--- src/rtl/chacha_loader_if.sv ---
// Byte-serial load bus and word-write bus of the ChaCha20 input stage.
// master: the loader's client (drives the load strobes and bytes, observes the word writes).
// slave : chacha_loader itself.
//   wr_key/wr_nnc/wr_ctr : start a key/nonce/counter load, first byte on data_in the same cycle
//   hold                 : stall byte sampling
//   ctr_inc              : increment the block counter
//   data_in              : byte stream, least-significant byte of each word first
//   busy                 : a load is in progress
//   word_valid/addr/data : one-cycle state-word write
//   *_loaded, ctr_wrap   : status flags
//   counter              : current block counter
interface chacha_loader_if;
  logic        wr_key;
  logic        wr_nnc;
  logic        wr_ctr;
  logic        hold;
  logic        ctr_inc;
  logic [7:0]  data_in;
  logic        busy;
  logic        word_valid;
  logic [3:0]  word_addr;
  logic [31:0] word_data;
  logic        key_loaded;
  logic        nnc_loaded;
  logic        ctr_loaded;
  logic        ctr_wrap;
  logic [31:0] counter;

  modport master (
    output wr_key, wr_nnc, wr_ctr, hold, ctr_inc, data_in,
    input  busy, word_valid, word_addr, word_data, key_loaded, nnc_loaded, ctr_loaded,
           ctr_wrap, counter
  );

  modport slave (
    input  wr_key, wr_nnc, wr_ctr, hold, ctr_inc, data_in,
    output busy, word_valid, word_addr, word_data, key_loaded, nnc_loaded, ctr_loaded,
           ctr_wrap, counter
  );
endinterface

--- src/rtl/chacha_loader.sv ---
// ChaCha20 input stage: assembles byte-serial key, nonce and counter streams into
// little-endian 32-bit words and writes them into the RFC 8439 state-word slots
// (key 4..11, counter 12, nonce 13..15). Also owns the block counter.
// Ports:
//   clk   : clock
//   rst_n : synchronous active-low reset
//   bus   : chacha_loader_if.slave (load strobes, bytes, word writes, status)
module chacha_loader #(
  parameter int unsigned KEY_BYTES = 32,
  parameter int unsigned NNC_BYTES = 12,
  parameter int unsigned CTR_BYTES = 4
) (
  input logic           clk,
  input logic           rst_n,
  chacha_loader_if.slave bus
);

  localparam logic [4:0] KeyLast = 5'(KEY_BYTES - 1);
  localparam logic [4:0] NncLast = 5'(NNC_BYTES - 1);
  localparam logic [4:0] CtrLast = 5'(CTR_BYTES - 1);

  typedef enum logic [1:0] {StIdle, StLdKey, StLdNnc, StLdCtr} state_e;

  state_e      state_q, state_d;
  logic [4:0]  idx_q, idx_d;
  logic [23:0] buf_q, buf_d;      // bytes 0..2 of the word being assembled
  logic        valid_q, valid_d;
  logic [3:0]  addr_q, addr_d;
  logic [31:0] data_q, data_d;
  logic        key_ld_q, key_ld_d;
  logic        nnc_ld_q, nnc_ld_d;
  logic        ctr_ld_q, ctr_ld_d;
  logic        wrap_q, wrap_d;
  logic [31:0] ctr_q, ctr_d;

  logic [4:0]  last_idx;
  logic [3:0]  word_addr_sel;
  logic [31:0] word;
  logic [31:0] ctr_plus;

  assign word     = {bus.data_in, buf_q};
  assign ctr_plus = ctr_q + 32'd1;

  // Field length and slot address of the word currently being assembled.
  always_comb begin
    last_idx      = CtrLast;
    word_addr_sel = 4'd12;
    unique case (state_q)
      StLdKey: begin
        last_idx      = KeyLast;
        word_addr_sel = 4'd4 + {1'b0, idx_q[4:2]};
      end
      StLdNnc: begin
        last_idx      = NncLast;
        word_addr_sel = 4'd13 + {2'b00, idx_q[3:2]};
      end
      StLdCtr, StIdle: begin
        last_idx      = CtrLast;
        word_addr_sel = 4'd12;
      end
    endcase
  end

  always_comb begin
    state_d  = state_q;
    idx_d    = idx_q;
    buf_d    = buf_q;
    valid_d  = 1'b0;
    addr_d   = addr_q;
    data_d   = data_q;
    key_ld_d = key_ld_q;
    nnc_ld_d = nnc_ld_q;
    ctr_ld_d = ctr_ld_q;
    wrap_d   = wrap_q;
    ctr_d    = ctr_q;

    unique case (state_q)
      StIdle: begin
        if (!bus.hold && (bus.wr_key || bus.wr_nnc || bus.wr_ctr)) begin
          // The start edge already samples byte 0.
          idx_d       = 5'd1;
          buf_d[7:0]  = bus.data_in;
          if (bus.wr_key) begin
            state_d  = StLdKey;
            key_ld_d = 1'b0;
          end else if (bus.wr_nnc) begin
            state_d  = StLdNnc;
            nnc_ld_d = 1'b0;
          end else begin
            state_d  = StLdCtr;
            ctr_ld_d = 1'b0;
            wrap_d   = 1'b0;
          end
        end else if (bus.ctr_inc) begin
          ctr_d   = ctr_plus;
          valid_d = 1'b1;
          addr_d  = 4'd12;
          data_d  = ctr_plus;
          if (ctr_q == 32'hFFFF_FFFF) wrap_d = 1'b1;
        end
      end
      StLdKey, StLdNnc, StLdCtr: begin
        if (!bus.hold) begin
          idx_d = idx_q + 5'd1;
          case (idx_q[1:0])
            2'd0: buf_d[7:0]   = bus.data_in;
            2'd1: buf_d[15:8]  = bus.data_in;
            2'd2: buf_d[23:16] = bus.data_in;
            default: begin
              valid_d = 1'b1;
              addr_d  = word_addr_sel;
              data_d  = word;
            end
          endcase
          if (idx_q == last_idx) begin
            state_d = StIdle;
            idx_d   = 5'd0;
            unique case (state_q)
              StLdKey: key_ld_d = 1'b1;
              StLdNnc: nnc_ld_d = 1'b1;
              default: begin
                ctr_ld_d = 1'b1;
                ctr_d    = word;
              end
            endcase
          end
        end
      end
    endcase
  end

  always_ff @(posedge clk) begin
    if (!rst_n) begin
      state_q  <= StIdle;
      idx_q    <= '0;
      buf_q    <= '0;
      valid_q  <= 1'b0;
      addr_q   <= '0;
      data_q   <= '0;
      key_ld_q <= 1'b0;
      nnc_ld_q <= 1'b0;
      ctr_ld_q <= 1'b0;
      wrap_q   <= 1'b0;
      ctr_q    <= '0;
    end else begin
      state_q  <= state_d;
      idx_q    <= idx_d;
      buf_q    <= buf_d;
      valid_q  <= valid_d;
      addr_q   <= addr_d;
      data_q   <= data_d;
      key_ld_q <= key_ld_d;
      nnc_ld_q <= nnc_ld_d;
      ctr_ld_q <= ctr_ld_d;
      wrap_q   <= wrap_d;
      ctr_q    <= ctr_d;
    end
  end

  assign bus.busy       = (state_q != StIdle);
  assign bus.word_valid = valid_q;
  assign bus.word_addr  = addr_q;
  assign bus.word_data  = data_q;
  assign bus.key_loaded = key_ld_q;
  assign bus.nnc_loaded = nnc_ld_q;
  assign bus.ctr_loaded = ctr_ld_q;
  assign bus.ctr_wrap   = wrap_q;
  assign bus.counter    = ctr_q;

endmodule

--- src/flat_wrapper.sv ---
// flat-port wrapper written by rule: the top's interface ports become plain ports
module chacha_loader_flat 
#(
  parameter int unsigned KEY_BYTES = 32,
  parameter int unsigned NNC_BYTES = 12,
  parameter int unsigned CTR_BYTES = 4
)
  (clk, rst_n, bus_wr_key, bus_wr_nnc, bus_wr_ctr, bus_hold, bus_ctr_inc, bus_data_in, bus_busy, bus_word_valid, bus_word_addr, bus_word_data, bus_key_loaded, bus_nnc_loaded, bus_ctr_loaded, bus_ctr_wrap, bus_counter);
  chacha_loader_if bus_i ();
  input logic clk;
  input logic rst_n;
  input wire logic [$bits(bus_i.wr_key)-1:0] bus_wr_key;
  input wire logic [$bits(bus_i.wr_nnc)-1:0] bus_wr_nnc;
  input wire logic [$bits(bus_i.wr_ctr)-1:0] bus_wr_ctr;
  input wire logic [$bits(bus_i.hold)-1:0] bus_hold;
  input wire logic [$bits(bus_i.ctr_inc)-1:0] bus_ctr_inc;
  input wire logic [$bits(bus_i.data_in)-1:0] bus_data_in;
  output wire logic [$bits(bus_i.busy)-1:0] bus_busy;
  output wire logic [$bits(bus_i.word_valid)-1:0] bus_word_valid;
  output wire logic [$bits(bus_i.word_addr)-1:0] bus_word_addr;
  output wire logic [$bits(bus_i.word_data)-1:0] bus_word_data;
  output wire logic [$bits(bus_i.key_loaded)-1:0] bus_key_loaded;
  output wire logic [$bits(bus_i.nnc_loaded)-1:0] bus_nnc_loaded;
  output wire logic [$bits(bus_i.ctr_loaded)-1:0] bus_ctr_loaded;
  output wire logic [$bits(bus_i.ctr_wrap)-1:0] bus_ctr_wrap;
  output wire logic [$bits(bus_i.counter)-1:0] bus_counter;
  assign bus_i.wr_key = bus_wr_key;
  assign bus_i.wr_nnc = bus_wr_nnc;
  assign bus_i.wr_ctr = bus_wr_ctr;
  assign bus_i.hold = bus_hold;
  assign bus_i.ctr_inc = bus_ctr_inc;
  assign bus_i.data_in = bus_data_in;
  assign bus_busy = bus_i.busy;
  assign bus_word_valid = bus_i.word_valid;
  assign bus_word_addr = bus_i.word_addr;
  assign bus_word_data = bus_i.word_data;
  assign bus_key_loaded = bus_i.key_loaded;
  assign bus_nnc_loaded = bus_i.nnc_loaded;
  assign bus_ctr_loaded = bus_i.ctr_loaded;
  assign bus_ctr_wrap = bus_i.ctr_wrap;
  assign bus_counter = bus_i.counter;
  chacha_loader #(.KEY_BYTES(KEY_BYTES), .NNC_BYTES(NNC_BYTES), .CTR_BYTES(CTR_BYTES)) u_core (.clk(clk), .rst_n(rst_n), .bus(bus_i));
endmodule
--- config.mk ---
export PLATFORM = sky130hd
export DESIGN_NAME = chacha_loader_flat
export DESIGN_NICKNAME = d
export VERILOG_FILES = /design/src/rtl/chacha_loader_if.sv /design/src/rtl/chacha_loader.sv /design/src/flat_wrapper.sv
export SDC_FILE = /design/constraint.sdc
export NUM_CORES = 1
export LEC_CHECK = 0
export ABC_AREA = 1
export BUFFER_PORTS_ARGS = -buffer_cell sky130_fd_sc_hd__buf_2
export CAP_MARGIN = 30
export CORE_UTILIZATION = 56
export CTS_CLUSTER_SIZE = 25
export DETAILED_ROUTE_END_ITERATION = 8
export PLACE_DENSITY_LB_ADDON = 0.08
export SLEW_MARGIN = 20
export SYNTH_ARGS = -nofsm -noshare
export SYNTH_HDL_FRONTEND = slang
export SYNTH_SLANG_ARGS = --single-unit
--- constraint.sdc ---
create_clock -name clk -period 2.6 [get_ports clk]
set_clock_uncertainty 0.2 [all_clocks]
set_input_delay 0.52 -clock clk [delete_from_list [all_inputs] [get_ports clk]]
set_output_delay 0.52 -clock clk [all_outputs]
set_load 0.02 [all_outputs]
==> run_results.csv <==
group,metric,value,unit
logic_synthesis,syn_area,5490,µm²
global_routing,antenna_found_initial,0,
logic_synthesis,netlist-cell-type-count,36,
layout,nets,943,
die,io_pins,89,
timing,slew_headroom,52.25,%
setup_path,rr_endpoint,"u_core.bus.counter[3]$_SDFFE_PN0P_",
setup_path,crit_family,"buffers and inverters",
power,pwr-share-seq,34.0,%
die,die_w,101.0,µm
logic_synthesis,ys_warn_count,0,
min_path,hold_path.class,"reg2reg",
timing,setup_viol,0,
setup_path,crit_path_end_kind,"flop",
power,p_int,4.059,mW
die,initial_utilization,58.58,%
global_routing,first_global_vias,5161,
clock_tree,clkLatencyLatePin,380,ps
clock_tree,numCtsBuffers,9,
setup_path,worstRegToRegCells,10,
global_routing,grt_pass1_wl,24720,µm
logic_synthesis,syn_nets,868,
min_path,worstHoldPathCells,2,
drt,wl,15630,µm
timing,rsz0062_at_grt,"no",
timing,max_slew.worst_pin.slew,716.2,ps
setup_path,critPathBufInv,3,
clock_tree,tritoncts,"built",
power,ir_drop,0.0009257,V
timing,post-route-period-util,89.37,%
setup_path,crit_fanout,32,
die,coreArea,9371,µm²
clock_tree,cts.hold.buffers_added,0,
clock_tree,htreeDepth,3,
drt,ant_nets,0,
setup_path,path_cells,"inv_1, ha_1, inv_2, or2_1, nand2_1, nor2_1, nand2_4, buf_4, o21ai_0, a21oi_1",
drt,drt_iter0_drc,377,
timing,final-hold-violation-count,0,
setup_path,worstReg2RegStart,"u_core.state_q[1]$_SDFFE_PN0P_",
power,power,8.066,mW
min_path,hold_start,"u_core.buf_q[0]$_SDFFE_PN0P_",
timing,fmaxAchievable,0.4304,GHz
power,p_leak,2.954,nW
layout,antenna_cells,0,
global_routing,grt_usage,31.53,%
placement,io_buffers,88,
placement,gp_congestion,0.9052,
run,drv_cap,0,
drt,drc,0,
setup_path,crit_path_start_kind,"flop",
clock_tree,post_cts_resize_count,0,
global_routing,grt-ovfl-total,0,
power,p_clk_share,13.4,%
logic_synthesis,synthMostInstantiatedCell,"nand2_1",
logic_synthesis,syn_avg_cell_area,6.521,µm²
setup_path,cpMaxStageDelayCell,"buf_4",
drt,vias,5697,
clock_tree,root_buffer,"clkbuf_8",
setup_path,rrSetupSlack,280,ps
logic_synthesis,synth_area_leader_cell,"dfxtp_1",
die,dieArea,10200,µm²
placement,hpwlAfterDp,11370,µm
logic_synthesis,seq_area_frac_synth,37.92,%
clock_tree,cts.path.max_buffers,2,
timing,finalSetupTns,0,ps
die,row_count,35,
logic_synthesis,synth_top_area_share,37.92,%
logic_synthesis,async_reset_ff_share,0,%
setup_path,cpPeakStageDelay,360,ps
power,p_switching,4.007,mW
logic_synthesis,synth_edf_count,0,
clock_tree,clock_sink_count,104,
power,p_comb_share,52.6,%
logic_synthesis,synthCells,842,
drt,via_per_inst,5.421,
setup_path,required,2710,ps
clock_tree,clk_pin_slew_worst_paths,100,ps
timing,drv_slew,0,
drt,wl_per_cell,14.87,µm
timing,fin_crit,2324,ps
logic_synthesis,yosys_most_used_dff,"dfxtp_1",
power,power_density,1297,nW/µm²
die,dieHeight,101.0,µm
logic_synthesis,ys_ff_latch,104,
layout,fillers,909,
clock_tree,cts_setup_buffers,0,
logic_synthesis,synth_commonest_cells,"nand2_1, inv_1, dfxtp_1",
global_routing,grt_max_degree,77,
power,sw_frac_of_total,49.68,%
drt,firstDrtPassIters,5,
status,status,"finished, final reports clean",
layout,synthToLayoutAreaGrowth,13.29,%
logic_synthesis,ys_top_cells_by_area,"dfxtp_1, nand2_1, inv_1, nand3_1, nor2_1",
setup_path,cp.arrival,2430,ps
layout,layout-drive-gt1-share,14.32,%
setup_path,crit_type,"reg2reg",
min_path,worstHoldEndpoint,"u_core.buf_q[0]$_SDFFE_PN0P_",
## tightest hold or removal path: stages, from the launching register on
cell and delay (ps):
dfxtp_1 320, inv_1 50, a21oi_1 50
## logic make-up after synthesis
family / Yosys count / synth area share (%)
buffers and inverters: 151 / 11.21
XOR/XNOR: 5 / 0.7978
AND/OR/NAND/NOR: 407 / 31.15
flip-flops: 104 / 37.92
adder cells (fa/ha/maj): 11 / 2.507
AO/OA/AOI/OAI: 164 / 16.41
## placed cells by master, fill, tap and decap left out, types with 2 or more instances in the layout
cell type / synthesis / layout
a211oi_1: 2 / 2
a21oi_1: 53 / 53
a31oi_1: 3 / 3
buf_2: 10 / 88
buf_4: 5 / 10
clkbuf_8: 0 / 10
dfxtp_1: 104 / 104
ha_1: 11 / 10
inv_1: 112 / 112
inv_2: 2 / 2
inv_6: 0 / 3
nand2_1: 200 / 200
nand2_2: 3 / 3
nand3_1: 81 / 81
nand3b_1: 2 / 2
nand4_1: 6 / 6
nor2_1: 100 / 100
nor2_2: 7 / 6
nor2_4: 2 / 3
nor3_1: 2 / 2
o211ai_1: 3 / 3
o21a_1: 23 / 23
o21ai_0: 66 / 66
o21ai_1: 11 / 11
xnor2_1: 2 / 2
xor2_1: 3 / 3
## layer usage
layer	up-vias	GRT usage, %	share of wire (%)
met2	239	49.53	44
met1	2580	41.19	44
met4	0	16.50	4.0
met3	41	5.895	7.9
met5	-	0	0
li1	2837	-	-
## layout make-up
type / count / area, µm² / area share [%]
inverter: 116 / 437.9 / 7.041
multi-input combinational: 587 / 2800 / 45.02
tap: 129 / 161.4 / 2.595
sequential: 104 / 2082 / 33.47
clock inverter: 5 / 61.31 / 0.9857
timing repair buffer: 99 / 535.5 / 8.610
clock buffer: 11 / 141.4 / 2.273
## power by group through the flow
stage / clock network [mW] / logic, mW / registers (mW)
after floorplan: 0 / 2.43 / 3.28
after global placement: 0 / 4.13 / 2.74
after detailed placement: 0 / 4.20 / 2.77
after CTS: 1.09 / 4.21 / 2.74
after global routing: 1.14 / 4.69 / 2.82
final: 1.08 / 4.24 / 2.74
## per-stage QoR
step | area, µm² | worst slack (ps) | cells | utilization, % | hold WS [ps]
2_1_floorplan | 5490 | 678.2 | 842 | - | 220.6
3_3_place_gp | 6017 | 397.0 | 1035 | 64.21 | 233.0
3_5_place_dp | 6017 | 326.8 | 1035 | 64.21 | 240.7
4_1_cts | 6220 | 315.3 | 1051 | 66.37 | 256.0
5_1_grt | 6220 | 104.9 | 1051 | 66.37 | 279.7
6_report | 6220 | 276.4 | 1051 | 66.37 | 254.9
## registers in the layout, indices dropped and copies added, names as in the netlist
signal / count
u_core.bus.counter: 32
u_core.bus.word_data: 32
u_core.buf_q: 24
u_core.idx_q: 5
u_core.bus.word_addr: 4
u_core.state_q: 2
u_core.bus.ctr_loaded: 1
u_core.bus.ctr_wrap: 1
u_core.bus.key_loaded: 1
u_core.bus.nnc_loaded: 1
u_core.bus.word_valid: 1
## how the worst max path moves through the flow
stage / start / endpoint / slack (ps) / cells past startpoint
3_5_place_dp: u_core.state_q[0]$_SDFFE_PN0P_ / u_core.bus.counter[20]$_SDFFE_PN0P_ / 330 / 10
2_1_floorplan: u_core.state_q[0]$_SDFFE_PN0P_ / u_core.bus.counter[23]$_SDFFE_PN0P_ / 680 / 14
3_3_place_gp: u_core.state_q[1]$_SDFFE_PN0P_ / u_core.bus.counter[30]$_SDFFE_PN0P_ / 400 / 11
6_report: u_core.state_q[1]$_SDFFE_PN0P_ / u_core.bus.counter[3]$_SDFFE_PN0P_ / 280 / 10
5_1_grt: u_core.state_q[1]$_SDFFE_PN0P_ / u_core.buf_q[12]$_SDFFE_PN0P_ / 100 / 7
4_1_cts: u_core.state_q[0]$_SDFFE_PN0P_ / u_core.bus.counter[20]$_SDFFE_PN0P_ / 320 / 10
Power figures use the tool's default switching activity.
